### config.mk
export PLATFORM = sky130hd
export DESIGN_NAME = uart_rx_deframer
export DESIGN_NICKNAME = d
export VERILOG_FILES = /design/src/rtl/uart_pkg.sv /design/src/rtl/uart_byte_fifo.sv /design/src/rtl/uart_rx_deframer.sv
export SDC_FILE = /design/constraint.sdc
export NUM_CORES = 1
export LEC_CHECK = 0
export BUFFER_PORTS_ARGS = -buffer_cell sky130_fd_sc_hd__buf_2
export CORE_AREA = 2 2 101 94
export CTS_CLUSTER_DIAMETER = 120
export CTS_CLUSTER_SIZE = 16
export DETAILED_ROUTE_END_ITERATION = 8
export DIE_AREA = 0 0 103 96
export PLACE_DENSITY = 0.79
export SYNTH_ARGS = -nofsm -noshare
export SYNTH_HDL_FRONTEND = slang
export SYNTH_SLANG_ARGS = --single-unit
### constraint.sdc
create_clock -name clock -period 2.2 [get_ports clock]
set_input_delay 0.44 -clock clock [delete_from_list [all_inputs] [get_ports clock]]
set_output_delay 0.44 -clock clock [all_outputs]
set_load 0.05 [all_outputs]
### src/rtl/uart_pkg.sv
// Shared UART definitions: frame FSM states and default timing constants.
package uart_pkg;

  localparam int unsigned UART_DATA_BITS    = 8;
  localparam int unsigned UART_CLKS_PER_BIT = 434;
  localparam int unsigned UART_FIFO_DEPTH   = 8;

  typedef logic [UART_DATA_BITS-1:0] uart_byte_t;

  typedef enum logic [2:0] {
    IDLE,
    START,
    DATA,
    STOP,
    BREAK
  } uart_state_e;

endpackage

### src/rtl/uart_byte_fifo.sv
// Synchronous byte FIFO with wrap-bit pointers; a pop frees a slot for a same-cycle push.
module uart_byte_fifo #(
  parameter int unsigned DEPTH = 8,
  parameter int unsigned WIDTH = 8
) (
  input  logic             clock,
  input  logic             reset,
  input  logic             push,
  input  logic [WIDTH-1:0] push_data,
  output logic             full,
  input  logic             pop,
  output logic             empty,
  output logic [WIDTH-1:0] head_data
);

  localparam int unsigned AW = $clog2(DEPTH);

  logic [AW:0]      wr_ptr;
  logic [AW:0]      rd_ptr;
  logic [WIDTH-1:0] mem [DEPTH];
  logic             do_pop;
  logic             do_push;

  assign empty     = (wr_ptr == rd_ptr);
  assign full      = (wr_ptr[AW] != rd_ptr[AW]) && (wr_ptr[AW-1:0] == rd_ptr[AW-1:0]);
  assign do_pop    = pop && !empty;
  assign do_push   = push && (!full || do_pop);
  assign head_data = mem[rd_ptr[AW-1:0]];

  // Storage is cleared on reset so the head reads as zero until the first write.
  always_ff @(posedge clock) begin
    if (reset) begin
      wr_ptr <= '0;
      rd_ptr <= '0;
      for (int i = 0; i < int'(DEPTH); i++) begin
        mem[i] <= '0;
      end
    end else begin
      if (do_push) begin
        mem[wr_ptr[AW-1:0]] <= push_data;
        wr_ptr              <= wr_ptr + (AW+1)'(1);
      end
      if (do_pop) begin
        rd_ptr <= rd_ptr + (AW+1)'(1);
      end
    end
  end

endmodule

### src/rtl/uart_rx_deframer.sv
// 8N1 UART receiver: line synchroniser, mid-bit sampling FSM, byte FIFO with valid/ready,
// and single-cycle framing-error / overrun pulses.
module uart_rx_deframer
  import uart_pkg::*;
#(
  parameter int unsigned CLKS_PER_BIT = UART_CLKS_PER_BIT,
  parameter int unsigned FIFO_DEPTH   = UART_FIFO_DEPTH
) (
  input  logic       clock,
  input  logic       reset,
  input  logic       rx,
  output logic       out_valid,
  input  logic       out_ready,
  output uart_byte_t out_data,
  output logic       frame_err,
  output logic       overrun,
  output logic       busy
);

  localparam int unsigned CW    = $clog2(CLKS_PER_BIT);
  localparam int unsigned BW    = $clog2(UART_DATA_BITS);
  localparam int unsigned HALF  = (CLKS_PER_BIT - 1) / 2;
  // START is entered one cycle after the edge is seen, so its count lags by one.
  localparam logic [CW-1:0] START_LAST = CW'(HALF - 1);
  localparam logic [CW-1:0] BIT_LAST   = CW'(CLKS_PER_BIT - 1);
  localparam logic [BW-1:0] IDX_LAST   = BW'(UART_DATA_BITS - 1);

  logic        rx_meta;
  logic        rx_s;
  uart_state_e state_q, state_d;
  logic [CW-1:0] cnt_q, cnt_d;
  logic [BW-1:0] idx_q, idx_d;
  uart_byte_t  shift_q, shift_d;
  logic        push_c;
  logic        ferr_c;
  logic        fifo_full;
  logic        fifo_empty;
  logic        pop_c;
  logic        ovr_c;

  assign out_valid = !fifo_empty;
  assign pop_c     = out_valid && out_ready;
  assign ovr_c     = push_c && fifo_full && !pop_c;

  // Next-state, sampling and byte-completion decode.
  always_comb begin
    state_d = state_q;
    cnt_d   = cnt_q;
    idx_d   = idx_q;
    shift_d = shift_q;
    push_c  = 1'b0;
    ferr_c  = 1'b0;
    case (state_q)
      IDLE: begin
        if (!rx_s) begin
          state_d = START;
          cnt_d   = '0;
        end
      end
      START: begin
        if (cnt_q == START_LAST) begin
          cnt_d = '0;
          if (rx_s) begin
            state_d = IDLE;
          end else begin
            state_d = DATA;
            idx_d   = '0;
          end
        end else begin
          cnt_d = cnt_q + CW'(1);
        end
      end
      DATA: begin
        if (cnt_q == BIT_LAST) begin
          cnt_d   = '0;
          shift_d = {rx_s, shift_q[UART_DATA_BITS-1:1]};
          if (idx_q == IDX_LAST) begin
            state_d = STOP;
          end else begin
            idx_d = idx_q + BW'(1);
          end
        end else begin
          cnt_d = cnt_q + CW'(1);
        end
      end
      STOP: begin
        if (cnt_q == BIT_LAST) begin
          cnt_d = '0;
          if (rx_s) begin
            push_c  = 1'b1;
            state_d = IDLE;
          end else begin
            ferr_c  = 1'b1;
            state_d = BREAK;
          end
        end else begin
          cnt_d = cnt_q + CW'(1);
        end
      end
      BREAK: begin
        if (rx_s) begin
          state_d = IDLE;
        end
      end
      default: state_d = IDLE;
    endcase
  end

  // Synchroniser, FSM state and registered status pulses.
  always_ff @(posedge clock) begin
    if (reset) begin
      rx_meta   <= 1'b1;
      rx_s      <= 1'b1;
      state_q   <= IDLE;
      cnt_q     <= '0;
      idx_q     <= '0;
      shift_q   <= '0;
      frame_err <= 1'b0;
      overrun   <= 1'b0;
      busy      <= 1'b0;
    end else begin
      rx_meta   <= rx;
      rx_s      <= rx_meta;
      state_q   <= state_d;
      cnt_q     <= cnt_d;
      idx_q     <= idx_d;
      shift_q   <= shift_d;
      frame_err <= ferr_c;
      overrun   <= ovr_c;
      busy      <= (state_d != IDLE);
    end
  end

  uart_byte_fifo #(
    .DEPTH (FIFO_DEPTH),
    .WIDTH (UART_DATA_BITS)
  ) u_fifo (
    .clock     (clock),
    .reset     (reset),
    .push      (push_c),
    .push_data (shift_q),
    .full      (fifo_full),
    .pop       (pop_c),
    .empty     (fifo_empty),
    .head_data (out_data)
  );

endmodule
After elaboration in Yosys (flattened, before gate mapping). Memory sizes are Yosys's and may differ from the RTL's. A register that Yosys moved wholly into a read port is not among the register bits. Index checks and enable logic that the tools add are counted.

Bitwise gates (word level): 2. Add/subtract/negate cells: 4. Reduce and logical (&&, ||, !) cells: 20. Eq/ne operators: 15. Muxes and demuxes: 32.

Operator list (number): 2-to-1 mux 3 bit (14); 2-to-1 mux 9 bit (3); one-hot mux 9 bit (3 select lines) (1); one-hot mux 3 bit (5 select lines) (1); 2-to-1 mux 1 bit (10); != test 2 bit, second input constant (5); adder 9 x 1 -> 9 bit, second input constant (1); equality test 9 x 8 -> 1 bit, second input constant (1); equality test 9 bit, second input constant (1); adder 4 x 1 -> 4 bit, second input constant (2); 2-to-1 mux 8 bit (1); OR reduction 8 bit (1); equality test 3 x 2 -> 1 bit, second input constant (2); equality test 3 bit, second input constant (2); logical AND 1 bit (6); one-hot mux 3 bit (2 select lines) (1); nonzero test 3 bit (2); AND reduction 5 bit (1); equality test 4 bit (1); AND reduction 2 bit (2); adder 3 x 1 -> 3 bit, second input constant (1); equality test 3 x 1 -> 1 bit, second input constant (1); equality test 3 bit (1); logical NOT 1 bit (3); 8 further kinds (9).

Register bits: 36. Output and inout bits: 12. RAM bits: 64. Memories: 1. Word-level logic and storage cells: 85. Bits of input ports: 4.

Memories: u_fifo.mem (depth 8, width 8, read ports 1, clocked after memory_dff 1, wr ports 8, line uart_byte_fifo.sv:20) `logic [WIDTH-1:0] mem [DEPTH];`.

Longest topological paths before layout.
Depth after elaboration: 11. Gate-level depth with buffers: 8. Mapped depth without buffers: 6.

By module. Synthesis repeated with hierarchy kept, for this count alone.

Cells, all modules: 433. Area, all modules: 4814.6 µm².

Modules (own cells, without submodules): uart_byte_fifo (area each 3487.1 µm², cells an instance 272, instances 1, seq. area each 2142.1 µm²); uart_rx_deframer (area each 1327.5 µm², cells an instance 161, instances 1, seq. area each 560.5 µm²).

Least setup slack after synthesis. Ideal clock, no wire load.

Path type: register to output. Start point: reg with a tool-made name. End point: out out_data[0]. Stages on the path, launching flop included: 5. Slack: 36 ps. Required time: 1760 ps. Path buffers: 2. Arrival: 1724 ps. Path through: dfxtp_1 buf_2 buf_2 mux4_2 mux2_2.

RTL lines: to (decl) (line uart_rx_deframer.sv:14) `output uart_byte_t out_data,`.

==> results.yml <==
yosys:
  synth_seq_cells: 103
  syn-instance-count: 407
  synth.area.top_cells: "edfxtp_1 40%, dfxtp_1 16%, mux4_2 7.5%, nor2_1 6.7%, mux2i_1 2.3%"
  ys_seq_area_share_pct: 56.0
  synth_common_cells: "86 x nor2_1, 64 x edfxtp_1, 39 x dfxtp_1"
  synth_most_common_cell: "nor2_1"
  ys.flop_type: "edfxtp_1"
  synth_edf_count: 64
  synth_top_cell_area_share_pct: 39.8
  syn_avg_cell_area_um2: 11.9
  syn_nets: 417
  yosysWarnings: 0
  ys_types: 52
  synthArstFlopShare_pct: 0
  synth_area_um2: 4820
  synth_top_area_cell: "edfxtp_1"
setup_path:
  rr_startpoint: "cnt_q[7]$_SDFFE_PP0P_"
  cp-start-kind: "register"
  rr_worst_depth: 6
  max_stage_delay_ns: 0.51
  crit_buf_inv: 2
  cp-end-kind: "output port"
  crit_family: "multiplexers"
  r2r_end: "u_fifo.mem[6][3]$_SDFFCE_PN0P_"
  rrSetupSlack_ns: 0.13
  cp.arrival_ns: 1.86
  crit_path_top_delay_cell: "mux4_2"
  path_max_fanout: 8
  crit_type: "register to output port"
  required_ns: 1.76
  worstPathCellList: "buf_12 -> mux4_2 -> mux2_4 -> buf_6"
timing:
  rsz0062_at_grt: "true"
  slew_headroom_pct: 57.0
  post-route-period-util_pct: 105
  tightestPinTransition_ns: 0.645
  setup_viol_count_final: 8
  holdWs_ns: 0.255
  hold_violations: 0
  setup_ws_ns: -0.104
  slew_viol_final: 0
  finalClockSkew_ns: 0.0124
  post-route-min-period_ns: 2.30
  setup_tns_ns: -0.699
  fmax_ghz: 0.434
floorplan:
  core_um2: 8840
  fp.dieH_um: 96
  start_util_pct: 54.6
  die-area_um2: 9890
  core.rowCount: 33
  die_x_um: 103
  ios: 16
cts:
  clkSinkCount: 103
  clk_latency_ns: 0.36
  cts_buffer_depth: 2
  h-tree-depth: 3
  clk_pin_slew_worst_paths_ns: 0.10
  cts_setup_buffers: 0
  cts_hold_buf: 0
  numCtsBuffers: 9
  cts_tree: "done"
  cts_root_buf: "clkbuf_8"
min_path:
  holdPathStages: 2
  worstHoldStart: "rx"
  whs_endpoint: "rx_meta$_SDFF_PP1_"
  hp-class: "primary input to register"
grt:
  grt_max_degree: 32
  grt.total_usage_pct: 21.2
  grt_remaining_overflow: 0
  antenna_found_initial: 0
  grt_pass1_wl_um: 15800
  grt_pass1_vias: 3160
placed_design:
  post-place-ws_ns: 0.0539
  place.gp.congestion: 0.757
  dp_hpwl_um: 6740
  numPortBuffers: 15
layout:
  nNetsFinal: 444
  fill_cells: 722
  antenna_cells: 0
  drive_above_1_share_pct: 24.1
  syn_to_final_growth_pct: 12.8
pwr:
  power_density_nw_per_um2: 620
  p_leak_nw: 1.90
  power.share.switching_pct: 23.4
  power.switching_mw: 0.790
  p_seq_share_pct: 62.9
  power_frac_comb_pct: 4.4
  clock_power_share_pct: 32.7
  irDropWorstVdd_uv: 416
  internal-power_mw: 2.58
routing:
  ant_nets: 0
  drc: 0
  via_per_inst: 5.82
  wl_per_cell_um: 17.3
  vias: 3265
  first_pass_iters: 4
  routed_wl_um: 9720
  drtIter0Drc: 179
run:
  max-cap-violations: 0
run_status:
  violations: "negative setup slack"
  status: "finished, violations left"
-- how the worst max path moves through the flow --
stage | cells past startpoint | endpoint | startpoint | slack [ns]
3_5_place_dp | 6 | u_fifo.mem[6][1]$_SDFFCE_PN0P_ | cnt_q[7]$_SDFFE_PP0P_ | 0.05
6_report | 4 | out_data[4] | register | -0.10
4_1_cts | 4 | out_data[3] | register | -0.12
3_3_place_gp | 6 | u_fifo.mem[5][6]$_SDFFCE_PN0P_ | cnt_q[7]$_SDFFE_PP0P_ | 0.12
2_1_floorplan | 4 | out_data[0] | register | 0.04
5_1_grt | 4 | out_data[5] | register | -0.17
-- through the flow --
| stage | cell area, µm² | power, mW | utilization [%] | std cells |
|---|---|---|---|---|
| floorplan | 4820 | 2.26 | - | 407 |
| global placement | 5130 | 2.30 | 58.1 | 544 |
| detailed placement | 5130 | 2.30 | 58.1 | 544 |
| CTS | 5410 | 3.39 | 61.2 | 561 |
| global route | 5440 | 3.48 | 61.6 | 561 |
| finish | 5440 | 3.38 | 61.6 | 561 |
-- worst register-to-register path, stage by stage (launching register included) --
cell,delay [ns]
dfxtp_1,0.36
nor4bb_2,0.32
buf_4,0.20
nand4_1,0.19
a21oi_1,0.18
buf_4,0.17
a41o_2,0.33
-- placed cells by master (no fill, tap or decap), types with 9 or more instances in the layout --
master,n
mux4_2,16
nor2_1,86
dfxtp_1,38
clkbuf_8,9
buf_4,22
mux2i_1,11
edfxtp_1,64
nand2_1,23
nor2b_1,9
nand3_1,12
a21oi_1,18
-- final cells by class --
class                   count  area, µm²  share of cell area [%]
repair buffers             39        349                    6.42
well taps                 122        153                    2.81
multi-input cells         277       2040                    37.5
flip-flops and latches    103       2710                    49.7
clock buffers              10        128                    2.35
clock inverters             6       52.6                   0.966
inverters                   4       15.0                   0.276
-- state kept, by name, indices dropped and copies added, names as in the netlist, named ones only --
name	cells
busy	1
cnt_q	9
frame_err	1
idx_q	3
overrun	1
rx_meta	1
rx_s	1
shift_q	8
state_q	3
u_fifo.mem	64
u_fifo.rd_ptr	4
u_fifo.wr_ptr	4
-- kinds of logic after synthesis --
kind of cell             count (synthesis)  share of synthesized area, %
flip-flops                             103                          56.0
multiplexers                            37                          12.2
AND/OR/NAND/NOR                        165                          16.0
adder cells (fa/ha/maj)                  6                          1.56
AO/OA/AOI/OAI                           63                          10.6
XOR/XNOR                                 6                          1.09
buffers and inverters                   27                          2.52
-- repair_timing --
item / CTS / global route
setup endpoints to repair: 8 / 73
gates cloned: 1 / 0
gates resized for setup: 24 / 8
-- metal layers --
metal | track usage [%] | vias up | share of wire (%)
met5 | 0 | - | 0
met4 | 7.02 | 0 | 1.3
met3 | 3.49 | 10 | 5.1
met2 | 35.1 | 104 | 51
met1 | 28.5 | 1600 | 43
li1 | - | 1551 | -
-- power groups by stage --
stage / logic, mW / clock network, mW / registers (mW)
2_1_floorplan: 0.101 / 0 / 2.16
3_3_place_gp: 0.131 / 0 / 2.17
3_5_place_dp: 0.135 / 0 / 2.17
4_1_cts: 0.146 / 1.12 / 2.12
5_1_grt: 0.160 / 1.19 / 2.13
6_report: 0.149 / 1.10 / 2.12
(Power assumes the default switching activity.)
